$ cat src/rtl/trace_frame_uart_if.sv
// Capture-FIFO to trace framer handshake: show-ahead head entry, non-empty flag, pop strobe.
interface trace_frame_uart_if;
    logic [39:0] ent_data;
    logic        ent_valid;
    logic        ent_pop;

    // FIFO side presents the head entry and consumes pops
    modport master (
        output ent_data,
        output ent_valid,
        input  ent_pop
    );

    // Framer side reads the head entry and issues pops
    modport slave (
        input  ent_data,
        input  ent_valid,
        output ent_pop
    );
endinterface

$ cat src/rtl/trace_frame_uart.sv
// Trace entry framer + 8N1 UART transmitter.
// Pops one 40-bit {probes, stamp} entry from the capture FIFO and sends
// SYNC_BYTE, probes, stamp[31:24] .. stamp[7:0] back-to-back on o_tx.
// Optional macro TRACE_FRAME_CSUM_EN appends an XOR checksum of the five
// payload bytes as a seventh byte.
module trace_frame_uart #(
    parameter int unsigned CLK_HZ    = 24000000,
    parameter int unsigned BAUD      = 115200,
    parameter logic [7:0]  SYNC_BYTE = 8'hAA
) (
    input  logic                     clk,
    input  logic                     reset,
    trace_frame_uart_if.slave        ent_if,
    output logic                     o_tx,
    output logic                     o_busy,
    output logic [15:0]              o_frames_sent
);

    localparam int unsigned DIV   = CLK_HZ / BAUD;
    localparam int unsigned TMR_W = (DIV < 2) ? 1 : $clog2(DIV);
`ifdef TRACE_FRAME_CSUM_EN
    localparam int unsigned NBYTES = 7;
`else
    localparam int unsigned NBYTES = 6;
`endif
    localparam int unsigned FRAME_W   = NBYTES * 8;
    localparam logic [2:0]  LAST_BYTE = 3'(NBYTES - 1);

    // A bit period shorter than two clocks cannot be timed by the bit counter
    if (DIV < 2) begin : g_div_check
        $error("trace_frame_uart: CLK_HZ/BAUD must be at least 2");
    end

    typedef enum logic [1:0] {
        S_IDLE,
        S_START,
        S_DATA,
        S_STOP
    } state_t;

    state_t               r_state;
    logic                 r_tx;
    logic                 r_pop;
    logic [FRAME_W-1:0]   r_frame;
    logic [7:0]           r_sh;
    logic [TMR_W-1:0]     r_timer;
    logic [2:0]           r_bit;
    logic [2:0]           r_byte;
    logic [15:0]          r_frames;

    logic                 w_bit_end;
    logic [FRAME_W-1:0]   w_load;

    // Last clock of the current bit cell
    assign w_bit_end = (r_timer == TMR_W'(DIV - 1));

`ifdef TRACE_FRAME_CSUM_EN
    logic [7:0] w_csum;

    // Checksum covers probes and the four stamp bytes, not the sync byte
    assign w_csum = ent_if.ent_data[39:32] ^ ent_if.ent_data[31:24] ^
                    ent_if.ent_data[23:16] ^ ent_if.ent_data[15:8]  ^
                    ent_if.ent_data[7:0];
    assign w_load = {SYNC_BYTE, ent_if.ent_data, w_csum};
`else
    assign w_load = {SYNC_BYTE, ent_if.ent_data};
`endif

    assign o_tx          = r_tx;
    assign ent_if.ent_pop = r_pop;
    assign o_busy        = (r_state != S_IDLE);
    assign o_frames_sent = r_frames;

    // Frame sequencer: pop, latch, then shift bytes MSB-byte-first, bits LSB-first
    always_ff @(posedge clk) begin
        if (!reset) begin
            r_state  <= S_IDLE;
            r_tx     <= 1'b1;
            r_pop    <= 1'b0;
            r_frame  <= '0;
            r_sh     <= '0;
            r_timer  <= '0;
            r_bit    <= '0;
            r_byte   <= '0;
            r_frames <= '0;
        end else begin
            r_pop <= 1'b0;
            if (r_state != S_IDLE) begin
                r_timer <= w_bit_end ? '0 : r_timer + TMR_W'(1);
            end
            case (r_state)
                S_IDLE: begin
                    r_timer <= '0;
                    // Pop is issued one cycle, the entry is latched as the FIFO advances
                    if (r_pop) begin
                        r_frame <= w_load;
                        r_byte  <= '0;
                        r_tx    <= 1'b0;
                        r_state <= S_START;
                    end else if (ent_if.ent_valid) begin
                        r_pop <= 1'b1;
                    end
                end
                S_START: begin
                    if (w_bit_end) begin
                        r_sh    <= r_frame[FRAME_W-1 -: 8];
                        r_frame <= r_frame << 8;
                        r_bit   <= '0;
                        r_tx    <= r_frame[FRAME_W-8];
                        r_state <= S_DATA;
                    end
                end
                S_DATA: begin
                    if (w_bit_end) begin
                        if (r_bit == 3'd7) begin
                            r_tx    <= 1'b1;
                            r_state <= S_STOP;
                        end else begin
                            r_bit <= r_bit + 3'd1;
                            r_sh  <= r_sh >> 1;
                            r_tx  <= r_sh[1];
                        end
                    end
                end
                S_STOP: begin
                    if (w_bit_end) begin
                        if (r_byte == LAST_BYTE) begin
                            r_frames <= r_frames + 16'd1;
                            r_state  <= S_IDLE;
                            // First IDLE cycle may already carry the next pop
                            if (ent_if.ent_valid) begin
                                r_pop <= 1'b1;
                            end
                        end else begin
                            r_byte  <= r_byte + 3'd1;
                            r_tx    <= 1'b0;
                            r_state <= S_START;
                        end
                    end
                end
                default: r_state <= S_IDLE;
            endcase
        end
    end

endmodule

$ cat src/flat_wrapper.sv
// flat-port wrapper written by rule: the top's interface ports become plain ports
module trace_frame_uart_flat 
#(
    parameter int unsigned CLK_HZ    = 24000000,
    parameter int unsigned BAUD      = 115200,
    parameter logic [7:0]  SYNC_BYTE = 8'hAA
)
  (clk, reset, o_tx, o_busy, o_frames_sent, ent_if_ent_data, ent_if_ent_valid, ent_if_ent_pop);
  trace_frame_uart_if ent_if_i ();
  input  logic clk;
  input  logic reset;
  output logic o_tx;
  output logic o_busy;
  output logic [15:0] o_frames_sent;
  input wire logic [$bits(ent_if_i.ent_data)-1:0] ent_if_ent_data;
  input wire logic [$bits(ent_if_i.ent_valid)-1:0] ent_if_ent_valid;
  output wire logic [$bits(ent_if_i.ent_pop)-1:0] ent_if_ent_pop;
  assign ent_if_i.ent_data = ent_if_ent_data;
  assign ent_if_i.ent_valid = ent_if_ent_valid;
  assign ent_if_ent_pop = ent_if_i.ent_pop;
  trace_frame_uart #(.CLK_HZ(CLK_HZ), .BAUD(BAUD), .SYNC_BYTE(SYNC_BYTE)) u_core (.clk(clk), .reset(reset), .ent_if(ent_if_i), .o_tx(o_tx), .o_busy(o_busy), .o_frames_sent(o_frames_sent));
endmodule
$ cat config.mk
export PLATFORM = sky130hd
export DESIGN_NAME = trace_frame_uart_flat
export DESIGN_NICKNAME = d
export VERILOG_FILES = /design/src/rtl/trace_frame_uart_if.sv /design/src/rtl/trace_frame_uart.sv /design/src/flat_wrapper.sv
export SDC_FILE = /design/constraint.sdc
export NUM_CORES = 1
export LEC_CHECK = 0
export BUFFER_PORTS_ARGS = -buffer_cell sky130_fd_sc_hd__buf_2
export CAP_MARGIN = 20
export CORE_ASPECT_RATIO = 0.5
export CORE_MARGIN = 10
export CORE_UTILIZATION = 40
export CTS_CLUSTER_SIZE = 14
export DETAILED_ROUTE_END_ITERATION = 10
export HOLD_SLACK_MARGIN = 0.12
export SLEW_MARGIN = 5
export SYNTH_ARGS = -nofsm -noshare
export SYNTH_HDL_FRONTEND = slang
export SYNTH_SLANG_ARGS = --single-unit
$ cat constraint.sdc
create_clock -name clk -period 2.5 [get_ports clk]
set_clock_uncertainty 0.2 [all_clocks]
set_input_delay 0.25 -clock clk [delete_from_list [all_inputs] [get_ports clk]]
set_output_delay 0.25 -clock clk [all_outputs]
set_load 0.02 [all_outputs]
Word-level counts from Yosys, hierarchy flattened:

Index checks and enable logic that the tools add are counted.

* register bits after elaboration: 90
* output and inout port bits: 19

* add/sub/neg operators: 4
* equality and inequality tests: 13
* mux-type cells: 35
* bitwise operators: 1
* reductions and logical operators: 12

Operators with widths (number)
* 48-bit two-way mux: 2
* 48-bit one-hot mux with 2 select lines: 1
* 8-bit two-way mux: 4
* 3-bit two-way mux: 6
* 16-bit by 1-bit adder with 16-bit output (second input constant): 1
* 8-bit one-hot mux with 2 select lines: 1
* 3-bit one-hot mux with 2 select lines: 2
* 1-bit two-way mux: 11
* 2-bit two-way mux: 5
* 2-bit by 1-bit != test with 1-bit output (second input constant): 5
* 5-bit AND reduction: 2
* 8-bit by 1-bit adder with 8-bit output (second input constant): 1
* 8-bit == test (second input constant): 1
* 2-bit one-hot mux with 4 select lines: 1
* 4-bit AND reduction: 2
* 2-bit nonzero test: 4
* 3-bit by 1-bit adder with 3-bit output (second input constant): 2
* 3-bit == test (second input constant): 2
* 3-bit AND reduction: 2
* 2-bit == test (second input constant): 2
* 2-bit != test (second input constant): 2
* 1-bit one-hot mux with 4 select lines: 1
* 2-bit by 1-bit == test with 1-bit output (second input constant): 1
* 2-bit logical NOT: 1
* 3 further kinds: 3

Longest topological paths before layout:

* word-level depth: 4
* mapped depth: 8
* mapped depth without buffers: 6

Worst setup path after synthesis:

No wires, ideal clock.

* path kind: register -> register
* start: reg u_core.r_state[1]
* end: reg u_core.r_frames[13], in the netlist u_core.o_frames_sent[13]
* arrival: 1683 ps
* setup slack: 547 ps
* cell stages (with the launch flop): 8
* buffers on the path: 2
* period minus slack after synthesis: 1953 ps
* cell sequence: dfxtp_1 ha_1 and3_1 buf_6 nand4_4 buf_6 or4_1 a21oi_1

* word-level cells in the longest chain between the ends: 2

RTL lines
* from (decl): RTL line trace_frame_uart.sv:41 `state_t r_state;`
* from (signal assigned): RTL line trace_frame_uart.sv:77 `r_state <= S_IDLE;`
* from (signal assigned): RTL line trace_frame_uart.sv:99 `r_state <= S_START;`
* from (signal assigned): RTL line trace_frame_uart.sv:110 `r_state <= S_DATA;`
* 2-bit == test: RTL line trace_frame_uart.sv:91 `case (r_state)`
* 3-bit AND reduction (no source line)
* to (signal assigned): RTL line trace_frame_uart.sv:128 `r_frames <= r_frames + 16'd1;`
* to (decl): RTL line trace_frame_uart.sv:49 `logic [15:0] r_frames;`

No other way between the ends.
A chain may end at the register's enable or synchronous reset.

Worst setup path in the final report:

* start: reg u_core.r_state[1]
* end: reg u_core.r_frames[7], in the netlist u_core.o_frames_sent[7]

Same word-level chain as after synthesis.

==> qor.yml <==
grt_pass1_wl_mm: 19.62
crit_path_start_kind: "flop"
tritoncts: "done"
clock_sink_count: 89
inserted_clock_buffers: 9
ys_async_sr_fraction_pct: 0
power_density_nw_per_um2: 854.1
synth_nets: 611
synth_area_um2: 4477
pin_count: 62
power.total_mw: 4.526
insertion_delay_ns: 0.34
ctsResizeCount: 0
ff_latch_area_um2: 1782
detail_route.iter0.violations: 317
critical_path_peak_fanout: 8
finalSetupViolations: 0
critical_path.top_delay_family: "simple AND/OR/NAND/NOR gates"
final_design_area_no_fill_um2: 5299
grt_max_degree: 84
die_area_um2: 16080
place.port_buffers: 61
placeableCoreArea_um2: 10950
number_of_fillers_in_the_final_layout: 1146
postSynthAreaPerCell_um2: 8.023
rsz_0062_raised_after_global_routing: "no"
worstMarginPinSlew_ns: 0.8291
report.final.slew_viol_count: 0
final_nets: 658
status: "finished, final reports clean"
grt_usage_pct: 14.61
critical_path_arrival_ns: 2.32
critPathCaptureType: "flop"
num_antenna_cells: 0
antenna_violations_before_repair: 0
multi_input_area_um2: 2465
final.setup.tns_ns: 0
cpPeakStageDelay_ns: 0.44
clockRootBuffer: "sky130_fd_sc_hd__clkbuf_16"
slew_headroom_pct: 44.73
cpMaxStageDelayCell: "sky130_fd_sc_hd__and3_1"
ys_seq_elements: 89
yosysSeqAreaShare_pct: 39.80
routed_wl_mm: 11.74
hold_path.class: "input pin to flop"
hold_viol_final: 0
floorplan.die.height_um: 94.81
chipWidth_um: 169.6
gp_congestion: 0.7840
drcViolationCount: 0
cts.path.max_buffers: 2
synthCells: 558
commonest_register_cell_after_synthesis: "sky130_fd_sc_hd__dfxtp_1"
most-common-layout-cells: "sky130_fd_sc_hd__dfxtp_1 (89), sky130_fd_sc_hd__o21ai_0 (81), sky130_fd_sc_hd__a21oi_1 (64)"
worst-path-buf-inv: 1
grt_overflow: 0
final_cycle_share_pct: 90.14
syn2layout_area_growth_pct: 18.36
routed_via_density: 5.521
place_area_um2: 4903
drtPass1Iterations: 5
timing.max_cap.violations: 0
final.min_clock_period_ns: 2.253
final_common_cell: "sky130_fd_sc_hd__dfxtp_1"
ir_drop_mv: 0.6063
max_freq_mhz: 443.8
num_rows: 27
path_clk_slew_ns: 0.06
cts-htree-levels: 3
place_hpwl_mm: 7.392
postCtsSetupRepairBufs: 0
via_count_of_the_first_global_routing_pass: 3944
synth_enable_flop_cells: 0
vias: 4157
critical_path.cell_chain: "ha_1 > and3_1 > nand4_4 > buf_4 > or3_1 > a21oi_1"
leakagePower_nw: 1.858
synth.distinct_cells: 51
antenna_left: 0
cts_hold_buf: 11
wl_per_cell_um: 15.58
yosys_warnings: 0
wp_data_required_ns: 2.57
drive_above_1_share_pct: 16.28
start_util_pct: 40.90
timing_worst_setup_path_type: "flop to flop"
[metrics by stage]
stage                     hold WS [ns]  setup WS (ns)  utilization (%)  std cells
after CTS                       0.1259         0.2637            48.41        753
final                           0.1314         0.2466            48.41        753
after global routing            0.1437        0.07266            48.41        753
after detailed placement        0.2429         0.2842            44.80        728
after global placement          0.2377         0.3276            44.80        728
after floorplan                 0.1763         0.5469                -        558
[per-layer routing]
metal / track usage [%] / routed length, um
met5: 0 / 0
met4: 4.143 / 115
met3: 4.561 / 692
met2: 21.13 / 4937
met1: 20.37 / 5990
[tightest hold or removal path, delay by kind of cell]
| kind | cells | cell delay [ns] |
|---|---|---|
| buf+inv | 1 | 0.07 |
| simple gates | 1 | 0.10 |
| compound gates | 2 | 0.21 |
[worst paths after layout]
kind                                           endpoint  depth (start not counted)                start  slack [ns]
worst max-delay path            u_core.o_frames_sent[7]                          6    u_core.r_state[1]        0.25
worst min-delay path                 u_core.r_frame[18]                          4  ent_if_ent_data[18]        0.13
worst max register to register  u_core.o_frames_sent[7]                          6    u_core.r_state[1]        0.25
worst min register to register        u_core.r_timer[0]                          1    u_core.r_timer[0]        0.26
[synthesized netlist by cell type (9+ instances only)]
master / count / area, um2
sky130_fd_sc_hd__nand4_1: 9 / 56.30
sky130_fd_sc_hd__a21oi_1: 64 / 320.3
sky130_fd_sc_hd__nor3_1: 37 / 185.2
sky130_fd_sc_hd__ha_1: 10 / 125.1
sky130_fd_sc_hd__o21ai_0: 81 / 405.4
sky130_fd_sc_hd__nand3_1: 11 / 55.05
sky130_fd_sc_hd__o31ai_1: 9 / 67.56
sky130_fd_sc_hd__dfxtp_1: 89 / 1782
sky130_fd_sc_hd__nor2_1: 20 / 75.07
sky130_fd_sc_hd__nand3b_1: 13 / 97.59
sky130_fd_sc_hd__clkbuf_1: 35 / 131.4
sky130_fd_sc_hd__nor2b_1: 35 / 219.0
sky130_fd_sc_hd__nand2_1: 47 / 176.4
[logic make-up after synthesis]
| family | Yosys count | share of synthesized area, % |
|---|---|---|
| buf+inv | 56 | 5.478 |
| compound gates | 178 | 22.19 |
| mux | 9 | 2.040 |
| flops | 89 | 39.80 |
| fa+ha+maj | 10 | 2.795 |
| simple gates | 207 | 25.94 |
| xor+xnor | 9 | 1.761 |
[where the power goes]
part	switching, mW	leakage, nW	internal (mW)
registers	0.103	0.721	1.61
clock network	0.547	0.137	0.790
logic	0.938	1.00	0.539
total	1.59	1.86	2.94
[flip-flops by register name, indices dropped and copies added (netlist names)]
register               flops
u_core.ent_if.ent_pop      1
u_core.o_frames_sent      16
u_core.r_state             2
u_core.r_sh                7
u_core.o_tx                1
u_core.r_byte              3
u_core.r_timer             8
u_core.r_frame            48
u_core.r_bit               3
[cell type report]
cell class | count | area share (%)
flip-flops and latches | 89 | 33.62
clock buffers | 11 | 4.581
well taps | 145 | 3.424
multi-input cells | 413 | 46.52
clock inverters | 3 | 0.8028
inverters | 8 | 0.5667
repair buffers | 84 | 10.48
(Power assumes the default switching activity.)
